<file path="config.mk">
export PLATFORM = sky130hd
export DESIGN_NAME = display_timing_flat
export DESIGN_NICKNAME = d
export VERILOG_FILES = /design/src/rtl/display_timing_pkg.sv /design/src/rtl/display_timing_if.sv /design/src/rtl/pixel_enable_div.sv /design/src/rtl/display_timing.sv /design/src/flat_wrapper.sv
export SDC_FILE = /design/constraint.sdc
export NUM_CORES = 1
export LEC_CHECK = 0
export BUFFER_PORTS_ARGS = -buffer_cell sky130_fd_sc_hd__buf_4
export CORE_ASPECT_RATIO = 0.7
export CORE_MARGIN = 8
export CORE_UTILIZATION = 45
export DETAILED_ROUTE_END_ITERATION = 8
export GPL_TIMING_DRIVEN = 0
export PLACE_DENSITY_LB_ADDON = 0.15
export SYNTH_ARGS = -nofsm -noshare
export SYNTH_HDL_FRONTEND = slang
export SYNTH_SLANG_ARGS = --single-unit
</file>
<file path="constraint.sdc">
create_clock -name clk -period 6.2 [get_ports clk]
set_clock_uncertainty 0.15 [all_clocks]
set_input_delay 0.62 -clock clk [delete_from_list [all_inputs] [get_ports clk]]
set_output_delay 0.62 -clock clk [all_outputs]
set_load 0.02 [all_outputs]
</file>
<file path="src/rtl/display_timing_pkg.sv">
// Shared VGA timing constants, scan-position types and the sync/visible decoder.
package display_timing_pkg;

    localparam int unsigned CNT_W       = 10;
    localparam int unsigned FRAME_CNT_W = 8;

    localparam int unsigned H_TOTAL     = 800;
    localparam int unsigned H_SYNC      = 96;
    localparam int unsigned H_VIS_START = 144;
    localparam int unsigned H_VIS_END   = 783;
    localparam int unsigned V_TOTAL     = 525;
    localparam int unsigned V_SYNC      = 2;
    localparam int unsigned V_VIS_START = 35;
    localparam int unsigned V_VIS_END   = 514;

    // Raster geometry; sync lengths count from position 0, visible bounds are inclusive.
    typedef struct packed {
        logic [CNT_W-1:0] hTotal;
        logic [CNT_W-1:0] hSyncLen;
        logic [CNT_W-1:0] hVisStart;
        logic [CNT_W-1:0] hVisEnd;
        logic [CNT_W-1:0] vTotal;
        logic [CNT_W-1:0] vSyncLen;
        logic [CNT_W-1:0] vVisStart;
        logic [CNT_W-1:0] vVisEnd;
    } geometry_t;

    localparam geometry_t VGA_GEOM = '{
        hTotal:    CNT_W'(H_TOTAL),
        hSyncLen:  CNT_W'(H_SYNC),
        hVisStart: CNT_W'(H_VIS_START),
        hVisEnd:   CNT_W'(H_VIS_END),
        vTotal:    CNT_W'(V_TOTAL),
        vSyncLen:  CNT_W'(V_SYNC),
        vVisStart: CNT_W'(V_VIS_START),
        vVisEnd:   CNT_W'(V_VIS_END)
    };

    typedef struct packed {
        logic [CNT_W-1:0] hCount;
        logic [CNT_W-1:0] vCount;
    } scanPos_t;

    typedef struct packed {
        logic hSync;
        logic vSync;
        logic bright;
    } syncBits_t;

    // Active-low syncs and the visible-window flag for a given scan position.
    function automatic syncBits_t decodeScan(input scanPos_t pos, input geometry_t g);
        syncBits_t s;
        s.hSync  = (pos.hCount >= g.hSyncLen);
        s.vSync  = (pos.vCount >= g.vSyncLen);
        s.bright = (pos.hCount >= g.hVisStart) && (pos.hCount <= g.hVisEnd) &&
                   (pos.vCount >= g.vVisStart) && (pos.vCount <= g.vVisEnd);
        return s;
    endfunction

endpackage

</file>
<file path="src/rtl/display_timing_if.sv">
// Video timing bundle: raster position, syncs and timing strobes.
interface display_timing_if;
    import display_timing_pkg::*;

    logic [CNT_W-1:0] hCount;
    logic [CNT_W-1:0] vCount;
    logic             bright;
    logic             hSync;
    logic             vSync;
    logic             pixelEn;
    logic             frameTick;
    logic             gameTick;

    modport master (
        output hCount, vCount, bright, hSync, vSync, pixelEn, frameTick, gameTick
    );

    modport slave (
        input hCount, vCount, bright, hSync, vSync, pixelEn, frameTick, gameTick
    );

endinterface

</file>
<file path="src/rtl/pixel_enable_div.sv">
// Divides clk down to a one-cycle pixel strobe every CLK_DIV cycles.
module pixel_enable_div #(
    parameter int unsigned CLK_DIV = 4
) (
    input  logic clk,
    input  logic rst,
    output logic pixelEn
);

    localparam int unsigned       DIV_W    = (CLK_DIV > 1) ? $clog2(CLK_DIV) : 1;
    localparam logic [DIV_W-1:0]  DIV_LAST = DIV_W'(CLK_DIV - 1);

    logic [DIV_W-1:0] divCount;
    logic [DIV_W-1:0] divNext;

    // Divider advances every clk and wraps after CLK_DIV-1.
    always_comb begin
        divNext = divCount + DIV_W'(1);
        if (divCount == DIV_LAST) begin
            divNext = '0;
        end
    end

    // pixelEn is registered so it is high exactly while the divider holds its last value.
    always_ff @(posedge clk) begin
        if (rst) begin
            divCount <= '0;
            pixelEn  <= 1'b0;
        end else begin
            divCount <= divNext;
            pixelEn  <= (divNext == DIV_LAST);
        end
    end

endmodule

</file>
<file path="src/rtl/display_timing.sv">
// VGA raster timing generator: pixel/line counters, syncs, visible window, frame and game ticks.
module display_timing
    import display_timing_pkg::*;
#(
    parameter int unsigned CLK_DIV         = 4,
    parameter int unsigned FRAMES_PER_TICK = 2,
    parameter geometry_t   GEOM            = VGA_GEOM
) (
    input  logic             clk,
    input  logic             rst,
    display_timing_if.master vid
);

    localparam logic [FRAME_CNT_W-1:0] FRAME_LAST = FRAME_CNT_W'(FRAMES_PER_TICK - 1);
    localparam logic [CNT_W-1:0]       H_LAST     = GEOM.hTotal - CNT_W'(1);
    localparam logic [CNT_W-1:0]       V_LAST     = GEOM.vTotal - CNT_W'(1);

    logic                   pixelEn;
    scanPos_t               pos;
    scanPos_t               posNext;
    syncBits_t              syncQ;
    syncBits_t              syncNext;
    logic [FRAME_CNT_W-1:0] frameCount;
    logic [FRAME_CNT_W-1:0] frameNext;
    logic                   frameWrap;
    logic                   gameWrap;
    logic                   frameTickQ;
    logic                   gameTickQ;

    pixel_enable_div #(
        .CLK_DIV(CLK_DIV)
    ) uPixelDiv (
        .clk    (clk),
        .rst    (rst),
        .pixelEn(pixelEn)
    );

    // Scan position: one pixel per pixelEn, wrapping at end of line and end of frame.
    always_comb begin
        posNext   = pos;
        frameWrap = 1'b0;
        if (pixelEn) begin
            if (pos.hCount >= H_LAST) begin
                posNext.hCount = '0;
                if (pos.vCount >= V_LAST) begin
                    posNext.vCount = '0;
                    frameWrap      = 1'b1;
                end else begin
                    posNext.vCount = pos.vCount + CNT_W'(1);
                end
            end else begin
                posNext.hCount = pos.hCount + CNT_W'(1);
            end
        end
    end

    // Frame counter: gameTick fires on the frame wrap that completes FRAMES_PER_TICK frames.
    always_comb begin
        frameNext = frameCount;
        gameWrap  = 1'b0;
        if (frameWrap) begin
            if (frameCount == FRAME_LAST) begin
                frameNext = '0;
                gameWrap  = 1'b1;
            end else begin
                frameNext = frameCount + FRAME_CNT_W'(1);
            end
        end
    end

    // Decode from the next position so registered syncs line up with the registered counts.
    always_comb begin
        syncNext = decodeScan(posNext, GEOM);
    end

    // State register; reset lands on position 0 with both syncs asserted.
    always_ff @(posedge clk) begin
        if (rst) begin
            pos        <= '0;
            frameCount <= '0;
            syncQ      <= '0;
            frameTickQ <= 1'b0;
            gameTickQ  <= 1'b0;
        end else begin
            pos        <= posNext;
            frameCount <= frameNext;
            syncQ      <= syncNext;
            frameTickQ <= frameWrap;
            gameTickQ  <= gameWrap;
        end
    end

    assign vid.hCount    = pos.hCount;
    assign vid.vCount    = pos.vCount;
    assign vid.hSync     = syncQ.hSync;
    assign vid.vSync     = syncQ.vSync;
    assign vid.bright    = syncQ.bright;
    assign vid.pixelEn   = pixelEn;
    assign vid.frameTick = frameTickQ;
    assign vid.gameTick  = gameTickQ;

endmodule

</file>
<file path="src/flat_wrapper.sv">
// flat-port wrapper written by rule: the top's interface ports become plain ports
module display_timing_flat import display_timing_pkg::*;
#(
    parameter int unsigned CLK_DIV         = 4,
    parameter int unsigned FRAMES_PER_TICK = 2,
    parameter geometry_t   GEOM            = VGA_GEOM
)
  (clk, rst, vid_hCount, vid_vCount, vid_bright, vid_hSync, vid_vSync, vid_pixelEn, vid_frameTick, vid_gameTick);
  display_timing_if vid_i ();
  input  logic clk;
  input  logic rst;
  output wire logic [$bits(vid_i.hCount)-1:0] vid_hCount;
  output wire logic [$bits(vid_i.vCount)-1:0] vid_vCount;
  output wire logic [$bits(vid_i.bright)-1:0] vid_bright;
  output wire logic [$bits(vid_i.hSync)-1:0] vid_hSync;
  output wire logic [$bits(vid_i.vSync)-1:0] vid_vSync;
  output wire logic [$bits(vid_i.pixelEn)-1:0] vid_pixelEn;
  output wire logic [$bits(vid_i.frameTick)-1:0] vid_frameTick;
  output wire logic [$bits(vid_i.gameTick)-1:0] vid_gameTick;
  assign vid_hCount = vid_i.hCount;
  assign vid_vCount = vid_i.vCount;
  assign vid_bright = vid_i.bright;
  assign vid_hSync = vid_i.hSync;
  assign vid_vSync = vid_i.vSync;
  assign vid_pixelEn = vid_i.pixelEn;
  assign vid_frameTick = vid_i.frameTick;
  assign vid_gameTick = vid_i.gameTick;
  display_timing #(.CLK_DIV(CLK_DIV), .FRAMES_PER_TICK(FRAMES_PER_TICK), .GEOM(GEOM)) u_core (.clk(clk), .rst(rst), .vid(vid_i));
endmodule
</file>
==> qor.json <==
{
  "outcome": {"value": "completed"},
  "cts_htree_levels": {"value": 2},
  "worst_ep_arrival_time": {"value": 2450, "unit": "ps"},
  "mappedNetlistArea": {"value": 1831, "unit": "µm²"},
  "initial_cell_density_of_the_core": {"value": 46.67, "unit": "%"},
  "vias": {"value": 1640},
  "crit_top_cell": {"value": "sky130_fd_sc_hd__nor2_1"},
  "cts_tree": {"value": "yes"},
  "asyncSetResetFlopFracSynth": {"value": 0, "unit": "%"},
  "worstSetupEndpointType": {"value": "flop"},
  "worst_ir_drop_vdd": {"value": 0.0001369, "unit": "V"},
  "clock-sinks": {"value": 36},
  "cts-buffers-inserted": {"value": 5},
  "chipHeight": {"value": 69.36, "unit": "µm"},
  "ant_nets_after_route": {"value": 0},
  "io_pins": {"value": 28},
  "grt_pass1_wl": {"value": 7.113, "unit": "mm"},
  "tns": {"value": 0, "unit": "ps"},
  "antenna_cells": {"value": 0},
  "finish.net_count": {"value": 259},
  "floorplan.rows": {"value": 19},
  "layout-drive-gt1-share": {"value": 18.40, "unit": "%"},
  "post_drt_wl_per_cell": {"value": 13.90, "unit": "µm"},
  "clk-insertion-delay-late": {"value": 280, "unit": "ps"},
  "multi_input_comb_area": {"value": 1040, "unit": "µm²"},
  "power.total": {"value": 412.5, "unit": "µW"},
  "synth.distinct_cells": {"value": 47},
  "power_per_cell_area": {"value": 189.6, "unit": "nW/µm²"},
  "critical-path-slowest-cell": {"value": "sky130_fd_sc_hd__dfxtp_1"},
  "holdBufCountCts": {"value": 0},
  "clkSlewWorstSetupHoldPaths": {"value": 70, "unit": "ps"},
  "placeableCoreArea": {"value": 3923, "unit": "µm²"},
  "detail_route.drc_violations": {"value": 0},
  "grt_use_total": {"value": 13.22, "unit": "%"},
  "grt_antenna_before_repair": {"value": 0},
  "count_of_tritonroute_iterations_in_the_first_routing_pass": {"value": 4},
  "ctsResizeCount": {"value": 0},
  "timing.hold.worst.class": {"value": "flop to flop"},
  "sequential_cell_area": {"value": 720.7, "unit": "µm²"},
  "yosys_warnings": {"value": 0},
  "timing.critical_path.slowest_cell_delay": {"value": 430, "unit": "ps"},
  "first_global_vias": {"value": 1443},
  "maxCapViolCount": {"value": 0},
  "layout_min_cycle_time": {"value": 2450, "unit": "ps"},
  "ys_seq_elements": {"value": 36},
  "place.gp.congestion": {"value": 0.8421},
  "cts-root-buf": {"value": "sky130_fd_sc_hd__clkbuf_8"},
  "post_synth.cell_area_avg": {"value": 8.475, "unit": "µm²"},
  "layout.filler_cells": {"value": 405},
  "synth_enable_flop_cells": {"value": 0},
  "grt_start_max_net_pins": {"value": 11},
  "slew-limit-headroom": {"value": 62.69, "unit": "%"},
  "crit_type": {"value": "flop to flop"},
  "cellLeakagePower": {"value": 0.0008296, "unit": "µW"},
  "post_detailed_route_via_to_cell_ratio": {"value": 5.430},
  "dp_hpwl": {"value": 3.249, "unit": "mm"},
  "synthToLayoutAreaGrowth": {"value": 18.87, "unit": "%"},
  "place.port_buffers": {"value": 27},
  "critical_path.max_fanout": {"value": 10},
  "report.final.setup_viol": {"value": 0},
  "synth-seq-area-share": {"value": 39.37, "unit": "%"},
  "hold_viol_final": {"value": 0},
  "overall_routed_net_length": {"value": 4.197, "unit": "mm"},
  "final_min_period_over_clock_period": {"value": 39.52, "unit": "%"},
  "floorplan.die_area": {"value": 6397, "unit": "µm²"},
  "detailedRoute.firstIterationViolations": {"value": 120},
  "total_grt_overflow": {"value": 0},
  "worst_pin_slew": {"value": 558.5, "unit": "ps"},
  "critPathBufInv": {"value": 0},
  "synth.net_count": {"value": 225},
  "post_cts_repair_setup_buffers": {"value": 0},
  "worstPathCellList": {"value": "ha_1 -> nand4_4 -> a21oi_1 -> nand2_2 -> nor2_1 -> nand3_1 -> xor2_1 -> nor2_1"},
  "crit_path_leading_delay_family": {"value": "simple AND/OR/NAND/NOR gates"},
  "startpoint_type": {"value": "flop"},
  "report.final.slew_viol_count": {"value": 0},
  "rsz_0062_raised_after_global_routing": {"value": "no"},
  "synthFlopType": {"value": "sky130_fd_sc_hd__dfxtp_1"},
  "die_width": {"value": 92.23, "unit": "µm"},
  "achievable-frequency": {"value": 408.1, "unit": "MHz"},
  "synthesis.instances": {"value": 216},
  "ctsLongestPathBuffers": {"value": 2},
  "required": {"value": 6200, "unit": "ps"}
}
[metal layers]
layer	vias up	track usage [%]	share of wire (%)
met5	-	0	0
met3	2	4.865	7.5
met4	0	3.025	0.52
met1	765	20.03	54
met2	39	16.61	38
li1	834	-	-
[registers in the layout (all words and copies together), names as in the netlist]
| register | cells |
|---|---|
| u_core.vid.vCount | 10 |
| u_core.frameCount | 8 |
| u_core.vid.hCount | 10 |
| u_core.vid.vSync | 1 |
| u_core.vid.frameTick | 1 |
| u_core.uPixelDiv.divCount | 2 |
| u_core.vid.gameTick | 1 |
| u_core.uPixelDiv.pixelEn | 1 |
| u_core.vid.hSync | 1 |
| u_core.vid.bright | 1 |
[logic make-up after synthesis]
logic type,synth area share (%)
and+or+nand+nor,27.96
AOI/OAI and AO/OA,14.97
DFF,39.37
xor gates and xnor gates,9.091
buffers and inverters,3.828
adders and majority gates,4.784
[report_power, final]
group,total (µW),internal (µW),switching (µW)
logic,22.3,8.27,14.0
clock network,152,76.3,75.4
registers,239,235,3.51
total,413,320,92.9
[path summary, 6_finish.rpt]
kind | from | to | slack, ps | cells after the start
setup / recovery | u_core.vid.hCount[0] | u_core.frameCount[5] | 3750 | 8
hold / removal | u_core.uPixelDiv.divCount[0] | u_core.uPixelDiv.divCount[0] | 300 | 1
setup reg to reg | u_core.vid.hCount[0] | u_core.frameCount[5] | 3750 | 8
hold reg to reg | u_core.uPixelDiv.divCount[0] | u_core.uPixelDiv.divCount[0] | 300 | 1
[cell usage in the layout (no fill, tap or decap), types with 2 or more instances in the layout]
cell type,instances
sky130_fd_sc_hd__a211o_1,3
sky130_fd_sc_hd__a211oi_1,2
sky130_fd_sc_hd__a21oi_1,10
sky130_fd_sc_hd__a31oi_1,3
sky130_fd_sc_hd__a41oi_1,3
sky130_fd_sc_hd__and2_1,2
sky130_fd_sc_hd__and3_1,3
sky130_fd_sc_hd__buf_2,2
sky130_fd_sc_hd__buf_4,27
sky130_fd_sc_hd__clkbuf_1,4
sky130_fd_sc_hd__clkbuf_8,5
sky130_fd_sc_hd__dfxtp_1,36
sky130_fd_sc_hd__ha_1,7
sky130_fd_sc_hd__inv_1,7
sky130_fd_sc_hd__nand2_1,16
sky130_fd_sc_hd__nand2_2,2
sky130_fd_sc_hd__nand3_1,11
sky130_fd_sc_hd__nand4_1,9
sky130_fd_sc_hd__nor2_1,32
sky130_fd_sc_hd__nor3_1,9
sky130_fd_sc_hd__nor3b_1,2
sky130_fd_sc_hd__nor4b_1,2
sky130_fd_sc_hd__o211ai_1,2
sky130_fd_sc_hd__o21ai_0,8
sky130_fd_sc_hd__xnor2_1,6
sky130_fd_sc_hd__xor2_1,13
[cells in the mapped netlist (all sizes together) (6+ instances only)]
cell type | count | area, µm²
nand2 | 18 | 72.57
inv | 7 | 26.28
nand4 | 10 | 77.57
nand3 | 11 | 55.05
dfxtp | 36 | 720.7
a21oi | 10 | 50.05
xnor2 | 6 | 52.55
nor2 | 33 | 126.4
xor2 | 13 | 113.9
nor3 | 10 | 55.05
o21ai | 9 | 45.04
ha | 7 | 87.58
[layout make-up]
cell class,instances,area share (%)
Timing Repair Buffer,27,9.316
Clock buffer,6,3.335
Clock inverter,1,0.2300
Tap cell,52,2.990
Multi-Input combinational cell,165,47.79
Sequential cell,36,33.12
Buffer,8,2.013
Inverter,7,1.208
[stage by stage]
stage / setup WS [ps] / util [%] / hold WS, ps / cell area (µm²) / cells
6_report: 3750 / 55.47 / 302.1 / 2176 / 302
5_1_grt: 3464 / 55.47 / 330.6 / 2176 / 302
4_1_cts: 3756 / 55.47 / 302.0 / 2176 / 302
3_5_place_dp: 3757 / 53.49 / 292.2 / 2098 / 295
3_3_place_gp: 3734 / 53.49 / 289.4 / 2098 / 295
2_1_floorplan: 4020 / - / 275.4 / 1831 / 216
Power figures use the tool's default switching activity.
